$ cat src/rtl/hazard_pkg.sv
// Shared definitions for the data-hazard scoreboard.
// - FSEL_RF: forwarding select meaning "read the register file".
// - Entry layout, LSB first: load flag, destination register, valid flag.
// - STALL_CNT_W: width of the saturating stall counter.
package hazard_pkg;

  localparam int unsigned FSEL_RF      = 0;
  localparam int unsigned STALL_CNT_W  = 16;

  localparam int unsigned ENT_LOAD_BIT = 0;
  localparam int unsigned ENT_RD_LSB   = 1;

  // Total bits per tracked entry for a given register address width.
  function automatic int unsigned ent_w(input int unsigned addr_w);
    return addr_w + 2;
  endfunction

  // Position of the valid flag inside an entry.
  function automatic int unsigned ent_valid_bit(input int unsigned addr_w);
    return addr_w + 1;
  endfunction

endpackage

$ cat src/rtl/hazard_match.sv
// Compares one source operand against every tracked in-flight writer.
// Ports:
//   entries  : flattened entry array, position 0 (EX) in the low bits
//   src_addr : source register address of this operand
//   src_used : operand is really read by the ID instruction
//   hit      : some entry matches
//   fsel     : youngest matching position + 1, or FSEL_RF when nothing matches
//   load_hit : a matching load sits at a position whose data is not ready yet
module hazard_match
  import hazard_pkg::*;
#(
  parameter int unsigned REG_ADDR_W = 4,
  parameter int unsigned DEPTH      = 3,
  parameter int unsigned LOAD_LAT   = 1,
  parameter int unsigned PC_REG     = 15,
  parameter int unsigned FSEL_W     = $clog2(DEPTH + 1)
) (
  input  logic [DEPTH*ent_w(REG_ADDR_W)-1:0] entries,
  input  logic [REG_ADDR_W-1:0]              src_addr,
  input  logic                               src_used,
  output logic                               hit,
  output logic [FSEL_W-1:0]                  fsel,
  output logic                               load_hit
);

  localparam int unsigned EntW     = ent_w(REG_ADDR_W);
  localparam int unsigned ValidBit = ent_valid_bit(REG_ADDR_W);

  logic [DEPTH-1:0] match;
  logic [DEPTH-1:0] is_load;

  for (genvar p = 0; p < DEPTH; p++) begin : g_pos
    assign match[p] = src_used
                    & entries[p*EntW + ValidBit]
                    & (entries[p*EntW + ENT_RD_LSB +: REG_ADDR_W] == src_addr)
                    & (src_addr != REG_ADDR_W'(PC_REG));
    assign is_load[p] = entries[p*EntW + ENT_LOAD_BIT];
  end

  always_comb begin
    hit      = |match;
    fsel     = FSEL_W'(FSEL_RF);
    load_hit = 1'b0;
    // Walk oldest to youngest so the youngest writer overrides.
    for (int p = int'(DEPTH) - 1; p >= 0; p--) begin
      if (match[p]) begin
        fsel = FSEL_W'(p + 1);
        if (is_load[p] && (p < int'(LOAD_LAT))) begin
          load_hit = 1'b1;
        end
      end
    end
  end

endmodule

$ cat src/rtl/hazard_scoreboard.sv
// Data-hazard scoreboard for the ID stage: tracks in-flight register writers
// in a shift register mirroring EX..WB, issues per-operand forwarding selects
// and a load-use stall.
// Ports:
//   CLK, CLR      : clock (rising edge), asynchronous active-low reset
//   id_valid      : ID holds a real instruction
//   id_rd         : destination register of the ID instruction
//   id_rf_en      : ID instruction writes the register file
//   id_load       : ID instruction is a load
//   id_src_addr   : packed source addresses, operand k at [k*REG_ADDR_W +: REG_ADDR_W]
//   id_src_used   : per-operand "actually read" flags
//   flush         : ID instruction is squashed
//   fwd_sel       : per-operand select, 0 = register file, p+1 = position p
//   stall         : hold PC and IF/ID
//   nop_sel       : insert NOP into ID/EX
//   stall_count   : saturating count of stall cycles
module hazard_scoreboard
  import hazard_pkg::*;
#(
  parameter int unsigned REG_ADDR_W = 4,
  parameter int unsigned NUM_SRC    = 3,
  parameter int unsigned DEPTH      = 3,
  parameter int unsigned LOAD_LAT   = 1,
  parameter int unsigned PC_REG     = 15,
  parameter int unsigned FSEL_W     = $clog2(DEPTH + 1)
) (
  input  logic                          CLK,
  input  logic                          CLR,
  input  logic                          id_valid,
  input  logic [REG_ADDR_W-1:0]         id_rd,
  input  logic                          id_rf_en,
  input  logic                          id_load,
  input  logic [NUM_SRC*REG_ADDR_W-1:0] id_src_addr,
  input  logic [NUM_SRC-1:0]            id_src_used,
  input  logic                          flush,
  output logic [NUM_SRC*FSEL_W-1:0]     fwd_sel,
  output logic                          stall,
  output logic                          nop_sel,
  output logic [STALL_CNT_W-1:0]        stall_count
);

  localparam int unsigned EntW     = ent_w(REG_ADDR_W);
  localparam int unsigned ValidBit = ent_valid_bit(REG_ADDR_W);

  logic [DEPTH*EntW-1:0]  ent_q, ent_d;
  logic [EntW-1:0]        ent_new;
  logic [NUM_SRC-1:0]     op_hit, op_load_hit;
  logic                   hazard;
  logic [STALL_CNT_W-1:0] cnt_q, cnt_d;

  for (genvar k = 0; k < NUM_SRC; k++) begin : g_op
    hazard_match #(
      .REG_ADDR_W (REG_ADDR_W),
      .DEPTH      (DEPTH),
      .LOAD_LAT   (LOAD_LAT),
      .PC_REG     (PC_REG),
      .FSEL_W     (FSEL_W)
    ) u_match (
      .entries  (ent_q),
      .src_addr (id_src_addr[k*REG_ADDR_W +: REG_ADDR_W]),
      .src_used (id_src_used[k]),
      .hit      (op_hit[k]),
      .fsel     (fwd_sel[k*FSEL_W +: FSEL_W]),
      .load_hit (op_load_hit[k])
    );
  end

  always_comb begin
    hazard  = |(op_hit & op_load_hit);
    // Flush wins over a hazard: the instruction is squashed anyway.
    stall   = id_valid & hazard & ~flush;
    nop_sel = stall | flush;
  end

  always_comb begin
    ent_new                               = '0;
    ent_new[ValidBit]                     = id_valid & id_rf_en & ~stall & ~flush;
    ent_new[ENT_RD_LSB +: REG_ADDR_W]     = id_rd;
    ent_new[ENT_LOAD_BIT]                 = id_load;
  end

  always_comb begin
    ent_d            = '0;
    ent_d[EntW-1:0]  = ent_new;
    for (int p = 1; p < int'(DEPTH); p++) begin
      ent_d[p*EntW +: EntW] = ent_q[(p-1)*EntW +: EntW];
    end
  end

  always_comb begin
    cnt_d = cnt_q;
    if (stall && (cnt_q != '1)) begin
      cnt_d = cnt_q + STALL_CNT_W'(1);
    end
  end

  always_ff @(posedge CLK or negedge CLR) begin
    if (!CLR) begin
      ent_q <= '0;
      cnt_q <= '0;
    end else begin
      ent_q <= ent_d;
      cnt_q <= cnt_d;
    end
  end

  assign stall_count = cnt_q;

endmodule

$ cat config.mk
export PLATFORM = sky130hd
export DESIGN_NAME = hazard_scoreboard
export DESIGN_NICKNAME = d
export VERILOG_FILES = /design/src/rtl/hazard_pkg.sv /design/src/rtl/hazard_match.sv /design/src/rtl/hazard_scoreboard.sv
export SDC_FILE = /design/constraint.sdc
export NUM_CORES = 1
export LEC_CHECK = 0
export ABC_CLOCK_PERIOD_IN_PS = 2150
export BUFFER_PORTS_ARGS = -buffer_cell sky130_fd_sc_hd__buf_2
export CORE_ASPECT_RATIO = 0.9
export CORE_UTILIZATION = 50
export CTS_CLUSTER_DIAMETER = 50
export CTS_CLUSTER_SIZE = 10
export DETAILED_ROUTE_END_ITERATION = 16
export GPL_TIMING_DRIVEN = 0
export PLACE_DENSITY_LB_ADDON = 0.05
export RECOVER_POWER = 25
export SETUP_SLACK_MARGIN = 0.02
export SLEW_MARGIN = 10
export SYNTH_ARGS = -nofsm -noshare
export SYNTH_HDL_FRONTEND = slang
export SYNTH_SLANG_ARGS = --single-unit
$ cat constraint.sdc
create_clock -name CLK -period 2.15 [get_ports CLK]
set_input_delay 0.43 -clock CLK [delete_from_list [all_inputs] [get_ports CLK]]
set_output_delay 0.43 -clock CLK [all_outputs]
set_load 0.05 [all_outputs]
==> flow_summary.ini, run 1 <==
[clock_tree]
cts_tree = yes
cts_made_buffers = 5
cts_root_buffer = clkbuf_8
cts.sinks = 32
insertion_delay_ns = 0.29
cts_max_level = 2
path_clk_slew_ns = 0.07
clk_path_buf_depth = 2

[synth]
synth_fa_ha_area_frac = 0.006916
synthesis.nets = 201
synth_compound_area_frac = 0.01798
synth.area.mux_share = 0.008299
netlist_area_um2 = 1809
synth-seq-cells = 32
ys_seq_area_frac = 0.4426
syn_inst = 175
synth_edf_count = 0
synthFlopType = dfrtp_1
synth_xor_area_frac = 0.2420
avgSynthCellArea_um2 = 10.34
ys_types = 26
synth_top_family_by_area = simple AND/OR/NAND/NOR gates
ys_warn_count = 0
yosys.area_share.simple = 0.2759
synth_async_sr_flop_share = 1.000

[drt]
wl_per_cell_um = 16.40
initialDrtViolationCount = 201
drtAntennaViolNets = 0
wirelength_um = 4675
drc = 0
via_per_inst = 5.628
firstDrtPassIters = 4
vias = 1604

[timing]
min_period_ns = 2.298
tightest_slew_ns = 0.7027
period_share = 1.069
max_freq_mhz = 435.2
max_slew_margin = 0.5315
slew_violations = 0
skew_ns = 0.007249
setup_viol = 8
fin_ws_ns = -0.1477
tns_ns = -0.7099
rsz0062_at_grt = yes
hold_violations = 0

[floorplan]
die_h_um = 59.07
initial_core_util = 0.5277
die_x_um = 65.41
fp-row-count = 20
coreArea_um2 = 3428
ios = 49
die_area_um2 = 3863

[placement]
dp_hpwl_um = 3231
globalplace.congestion = 0.8979
io_buffers = 48
placed_cells = 267

[setup_path]
critPathLaunchType = register
max_stage_delay_ns = 0.46
path_max_fanout = 4
crit_type = reg2out
endpoint_kind = primary output
cp_data_required_time_ns = 1.72
crit_family = flip-flops
cp_slowest_cell = dfrtp_2
critPathBufInv = 2
path_cells = xnor2_2, nand4_1, nor4_4, buf_4, nor3_4, o21bai_2, buf_6
cp_data_arrival_time_ns = 1.87

[grt]
grt_overflow = 0
track_usage = 0.2631
grt_antenna_before_repair = 0
grt_max_degree = 33
grt_pass1_vias = 1487
grt_pass1_wl_um = 7396

[cells_and_area]
final_cell_mix = 40 x buf_2, 27 x dfrtp_1, 25 x xor2_1
layout_commonest_cell = buf_2
instances_no_fill = 285
area_delta_synth_final_pct = 36.10
drive_above_1_share = 0.3942
final_nets = 266
antennaDiodeCount = 0
nFillCells = 245

[pwr]
leakagePower_uw = 0.001166
peakVddDrop_mv = 0.5149
p_per_area_nw_per_um2 = 572.5

[min_path]
min_path_type = in2async

[flow_run]
maxCapViolCount = 0

[status]
status = finished, violations left
violations = setup timing
==> state kept, by name, summed over array words and instances (netlist names) <==
signal,count
ent_q,16
stall_count,16
==> repair_timing <==
action	4_1_cts	5_1_grt
gates cloned	0	0
buffers inserted	6	4
setup endpoints to repair	8	13
resized for setup	30	8
hold buffers	0	0
endpoints found under the hold margin	0	0
pin swaps	11	8
==> cells by family (layout without fill, tap and decap cells) <==
group / after synthesis / count (layout)
fa+ha+maj: 1 / 1
xor+xnor: 50 / 50
simple gates: 85 / 85
compound gates: 5 / 5
buf+inv: 1 / 67
mux: 1 / 1
flops: 32 / 32
==> layer usage <==
metal  vias up  GRT usage  wire length, um
met5         -          0                0
met4         0     0.1242              129
met3        14    0.05577              292
met2        70     0.3756             2150
met1       772     0.3801             2103
li1        748          -                -
==> cells in the mapped netlist (3+ instances only) <==
cell,count,share of area
or2_2,3,0.010
nand2_1,11,0.023
dfrtp_1,32,0.44
nor2_1,13,0.027
nand4_1,14,0.048
nor3_1,7,0.019
xnor2_1,22,0.11
xor2_1,28,0.14
and3_1,6,0.021
nor4_2,4,0.028
nand3_1,11,0.030
nor2b_1,3,0.010
and4_1,3,0.015
nor4_1,5,0.017
==> stage by stage <==
step                power (uW)  instance area [um2]    util  hold slack [ns]  setup slack [ns]
finish                    1410                 2462  0.7182           0.1815           -0.1477
global route              1450                 2462  0.7182           0.2323           -0.2418
CTS                       1399                 2385  0.6956           0.2199           -0.1308
detailed placement       807.2                 2113  0.6164           0.4421           -0.1914
global placement         798.7                 2113  0.6164           0.4341           -0.1750
floorplan                733.5                 1818       -           0.1344           0.05414
==> final cells by class <==
cell class,instances,area (um2),share of cell area
tap,44,55.05,0.02236
sequential,32,807.0,0.3277
timing repair buffer,58,376.6,0.1529
clock buffer,5,68.82,0.02795
multi-input combinational,142,1101,0.4472
clock inverter,3,42.54,0.01728
buffer,1,11.26,0.004573
==> where the power goes <==
group / switching [uW] / internal (uW)
sequential: 27.6 / 619
clock: 239 / 343
combinational: 108 / 73.3
total: 374 / 1040
==> worst paths after layout <==
| check | start | to | slack (ns) | depth (start not counted) |
|---|---|---|---|---|
| setup / recovery | ent_q[4] | nop_sel | -0.15 | 7 |
| hold / removal | CLR | ent_q[7] | 0.18 | 1 |
| setup reg to reg | ent_q[3] | stall_count[1] | 0.04 | 8 |
| hold reg to reg | ent_q[0] | ent_q[5] | 0.45 | 1 |
| max in group asynchronous | CLR | ent_q[4] | 1.47 | 1 |
| min in group CLK | id_rd[1] | ent_q[2] | 0.24 | 1 |
==> worst register-to-register path, stage by stage, from the launching register on <==
cell and delay (ns):
dfrtp_1 0.46, xor2_1 0.22, nor4_4 0.39, buf_4 0.19, buf_4 0.11, or3_1 0.11
buf_6 0.15, nand2_4 0.06, mux2_4 0.30
No activity file was read; power rests on OpenSTA's default activity.
==> run 2: changes to the inputs <==
Settings changed: ABC_AREA from default to 1.
==> flow_summary.ini, run 2 <==
[cells_and_area]
antennaDiodeCount = 0
area_delta_synth_final_pct = 27.72
final_cell_mix = 120 x nand2_1, 41 x buf_2, 30 x nor2_1
drive_above_1_share = 0.2745
stdcell_area_um2 = 2669
fin_util = 0.6910
final_nets = 393
instances_no_fill = 414
layout_commonest_cell = nand2_1

[synth]
yosys.area.top_type = dfrtp_1
avgSynthCellArea_um2 = 6.873
syn_inst = 304
synthFlopType = dfrtp_1
synth_edf_count = 0
ys_warn_count = 0
ys_seq_area_frac = 0.3832
synthesis.nets = 330
yosys-top-cells-area = dfrtp_1 38%, nand2_1 22%, inv_1 5.9%
yosysMostFrequentCell = nand2_1
synth_top_area_share = 0.3832
ys_top_cells_by_count = 124 x nand2_1, 33 x inv_1, 32 x dfrtp_1, 32 x nor2_1, 11 x o22ai_1
ys_types = 28
synth_async_sr_flop_share = 1.000
netlist_area_um2 = 2090
synth-seq-cells = 32

[grt]
grt_pass1_vias = 1908
grt_antenna_before_repair = 0
track_usage = 0.2507
grt_pass1_wl_um = 8659
grt_max_degree = 33
grt_overflow = 0

[timing]
max_freq_mhz = 482.3
max_slew_margin = 0.5281
setup_viol = 0
tightest_slew_ns = 0.7079
rsz0062_at_grt = yes
period_share = 0.9644
hold_violations = 0
tns_ns = 0
min_period_ns = 2.073
slew_violations = 0
skew_ns = 0.01058

[drt]
firstDrtPassIters = 4
drc = 0
drtAntennaViolNets = 0
wl_per_cell_um = 12.55
vias = 2136
initialDrtViolationCount = 151
via_per_inst = 5.159
wirelength_um = 5194

[placement]
io_buffers = 48
globalplace.congestion = 0.8881
placed_area_um2 = 2387
dp_hpwl_um = 3897
placed_cells = 398

[clock_tree]
cts_tree = yes
cts_max_level = 2
cts_made_buffers = 5
clk_path_buf_depth = 2
path_clk_slew_ns = 0.07
cts_root_buffer = clkbuf_8
insertion_delay_ns = 0.29
cts.sinks = 32

[floorplan]
die_x_um = 70.14
coreArea_um2 = 3862
die_area_um2 = 4442
fp-row-count = 21
die_h_um = 63.33
ios = 49
initial_core_util = 0.5410

[min_path]
min_path_type = in2async

[setup_path]
cp_data_required_time_ns = 1.72
critPathLaunchType = register
ff2ff_path_depth = 8
path_max_fanout = 6
cp_data_arrival_time_ns = 1.64
endpoint_kind = primary output
crit_type = reg2out

[status]
status = complete, no violations

[pwr]
p_per_area_nw_per_um2 = 552.0
peakVddDrop_mv = 0.4156
leakagePower_uw = 0.001471

[flow_run]
maxCapViolCount = 0
## run 2: cell types whose count changed after synthesis, sizes merged, moves of 9 or more
cell   delta
inv      +41
nand2   +112
nor2     +20
nor4      -9
o22ai    +11
xnor2    -12
xor2     -24
## run 2: critical path: stages (launching register included)
cell	delay, ns
dfrtp_2	0.46
nand2_1	0.08
nand2_1	0.06
nor2_1	0.16
nand3_2	0.16
nand3_4	0.13
nand3_4	0.10
inv_4	0.08
buf_8	0.14
## run 2: layer usage
| layer | routed length (um) | part of all wire | vias up | track usage |
|---|---|---|---|---|
| li1 | - | - | 1087 | - |
| met1 | 2687 | 0.52 | 979 | 0.3625 |
| met2 | 2170 | 0.42 | 63 | 0.3678 |
| met3 | 267 | 0.051 | 7 | 0.04960 |
| met4 | 70 | 0.013 | 0 | 0.09750 |
| met5 | 0 | 0 | - | 0 |
## run 2: through the flow
step / setup slack, ns / hold slack [ns] / power (uW)
floorplan: 0.02038 / 0.1344 / 747.1
global placement: 0.1232 / 0.4245 / 821.8
detailed placement: 0.08053 / 0.4316 / 825.0
CTS: -0.001175 / 0.2078 / 1471
global route: -0.03665 / 0.2375 / 1538
finish: 0.07661 / 0.1815 / 1473
## run 2: timing repair
| action | CTS | global route |
|---|---|---|
| pin swaps | 0 | 6 |
| gates resized for setup | 8 | 29 |
| setup buffers | 1 | 7 |
| hold buffers | 0 | 0 |
| endpoints found under the setup margin | 4 | 7 |
## run 2: final timing paths
kind                                 from              to  slack [ns]
hold reg to reg                  ent_q[9]       ent_q[15]        0.44
min in group CLK                 id_rd[0]        ent_q[1]        0.25
setup / recovery                 ent_q[1]           stall        0.08
max in group asynchronous             CLR        ent_q[2]        1.45
hold / removal                        CLR  stall_count[1]        0.18
setup reg to reg           stall_count[0]  stall_count[9]        0.27
## run 2: power breakdown
group / switching [uW] / total [uW] / internal (uW) / leakage (uW)
combinational: 124 / 193 / 68.6 / 0.000996
clock: 229 / 638 / 409 / 0.0000645
sequential: 22.0 / 642 / 620 / 0.000411
total: 376 / 1470 / 1100 / 0.00147
## run 2: layout make-up
| cell class | count | area [um2] |
|---|---|---|
| Fill cell | 358 | 1194 |
| Multi-Input combinational cell | 229 | 1160 |
| Buffer | 2 | 18.77 |
| Timing Repair Buffer | 56 | 344.1 |
| Inverter | 41 | 156.4 |
| Clock inverter | 1 | 30.03 |
| Clock buffer | 7 | 96.34 |
| Tap cell | 46 | 57.56 |
| Sequential cell | 32 | 805.8 |
## run 2: cells by family after synthesis
group | synth area share
compound gates | 0.09162
xor+xnor | 0.05868
fa+ha+maj | 0.005987
buf+inv | 0.08264
flops | 0.3832
simple gates | 0.3778
==> run 3: changes to the inputs <==
==> constraint.sdc (replaced) <==
create_clock -name CLK -period 2.15 [get_ports CLK]
set_input_delay 0.1075 -clock CLK [delete_from_list [all_inputs] [get_ports CLK]]
set_output_delay 0.1075 -clock CLK [all_outputs]
set_load 0.05 [all_outputs]
==> flow_summary.ini, run 3 (synthesis gave the netlist of run 2 again) <==
[clock_tree]
clk_path_buf_depth = 2
path_clk_slew_ns = 0.06
cts_root_buffer = clkbuf_8
cts.sinks = 32
cts_tree = yes
post_cts_buffers = 0
hold_buffers = 6
cts_max_level = 2
cts_made_buffers = 5
cts_resized = 0
insertion_delay_ns = 0.28

[setup_path]
crit_type = reg2out
ff2ff_path_depth = 8
worst_r2r_endpoint = stall_count[7]
critPathLaunchType = register
r2r_start = stall_count[0]
path_max_fanout = 5
cp_data_required_time_ns = 2.04
rrSetupSlack_ns = 0.32
path_cells = inv_1, nand2_1, nand2_1, nor2_1, nand3_2, nand3_4, nand3_4, inv_1, buf_2
cp_slowest_cell = dfrtp_1
cp_data_arrival_time_ns = 1.87
max_stage_delay_ns = 0.45
endpoint_kind = primary output

[timing]
rsz0062_at_grt = no
fin_ws_ns = 0.1689
period_share = 0.9215
min_period_ns = 1.981
tns_ns = 0
max_freq_mhz = 504.8
hold_violations = 0
max_slew_margin = 0.4865
slew_violations = 0
tightest_slew_ns = 0.7703
whs_ns = 0.04975
skew_ns = 0.004949
setup_viol = 0

[grt]
grt_max_degree = 33
grt_antenna_before_repair = 0
met1_usage = 0.3507
track_usage = 0.2462
grt_use_met2 = 0.3510
grt_overflow = 0
grt_pass1_vias = 1873
met3_usage = 0.07520
grt_pass1_wl_um = 8514
top_usage_layer = met2

[pwr]
leakagePower_uw = 0.001454
peakVddDrop_mv = 0.4801
p_per_area_nw_per_um2 = 564.6
p_total_uw = 1453

[drt]
initialDrtViolationCount = 124
wirelength_um = 4943
drc = 0
firstDrtPassIters = 4
wl_per_cell_um = 12.00
via_per_inst = 5.044
drtAntennaViolNets = 0
vias = 2078

[cells_and_area]
drive_above_1_share = 0.2022
fin_util = 0.6663
final_cell_mix = 124 x nand2_1, 47 x buf_2, 33 x inv_1
antennaDiodeCount = 0
layout_commonest_cell = nand2_1
final_nets = 391
area_delta_synth_final_pct = 23.17

[floorplan]
die_h_um = 63.33
die_x_um = 70.14
initial_core_util = 0.5410
ios = 49
coreArea_um2 = 3862
fp-row-count = 21
die_area_um2 = 4442

[flow_run]
maxCapViolCount = 0

[min_path]
hp-start = id_rf_en
holdPathStages = 3
hold_end = ent_q[5]
min_path_type = in2reg

[placement]
globalplace.congestion = 0.9490
dp_hpwl_um = 3825
io_buffers = 48
dp_slack_ns = 0.3707

[status]
status = complete, no violations
## run 3: cell types whose count changed in the layout (fill, tap and decap cells not counted), sizes merged
cell,delta
buf,-8
dlygate4sd3,+6
## run 3: through the flow
| step | cell area, um2 | std cells |
|---|---|---|
| global placement | 2387 | 398 |
| global route | 2574 | 412 |
| CTS | 2574 | 412 |
| finish | 2574 | 412 |
| detailed placement | 2387 | 398 |
| floorplan | 2090 | 304 |
## run 3: report_power, final
part,total [uW],switching [uW],internal [uW]
Sequential,642,22.9,619
Combinational,181,116,65.1
Clock,630,221,409
Total,1450,360,1090
## run 3: how the worst max path moves through the flow
stage / startpoint / slack (ns) / depth (start not counted) / end
2_1_floorplan: ent_q[16] / 0.07 / 5 / fwd_sel[3]
3_3_place_gp: stall_count[0] / 0.38 / 9 / stall_count[11]
3_5_place_dp: stall_count[0] / 0.37 / 9 / stall_count[7]
4_1_cts: ent_q[2] / 0.19 / 9 / stall
5_1_grt: ent_q[4] / 0.02 / 9 / stall
6_report: ent_q[2] / 0.17 / 9 / stall
## run 3: metal layers
| metal | wire length (um) | vias up |
|---|---|---|
| met5 | 0 | - |
| met4 | 59 | 0 |
| met3 | 328 | 6 |
| met2 | 2019 | 72 |
| met1 | 2535 | 917 |
| li1 | - | 1083 |
## run 3: final cells by class
cell class	count	area, um2
buffer	2	18.77
timing repair buffer	54	300.3
tap	46	57.56
sequential	32	800.8
clock buffer	7	96.34
inverter	41	153.9
fill	337	1289
multi-input combinational	229	1116
clock inverter	1	30.03
## run 3: critical path: cells and delay by family (launching register included)
kind | cells | cell delay, ns
buffers and inverters | 3 | 0.46
flip-flops | 1 | 0.45
AND/OR/NAND/NOR | 6 | 0.67
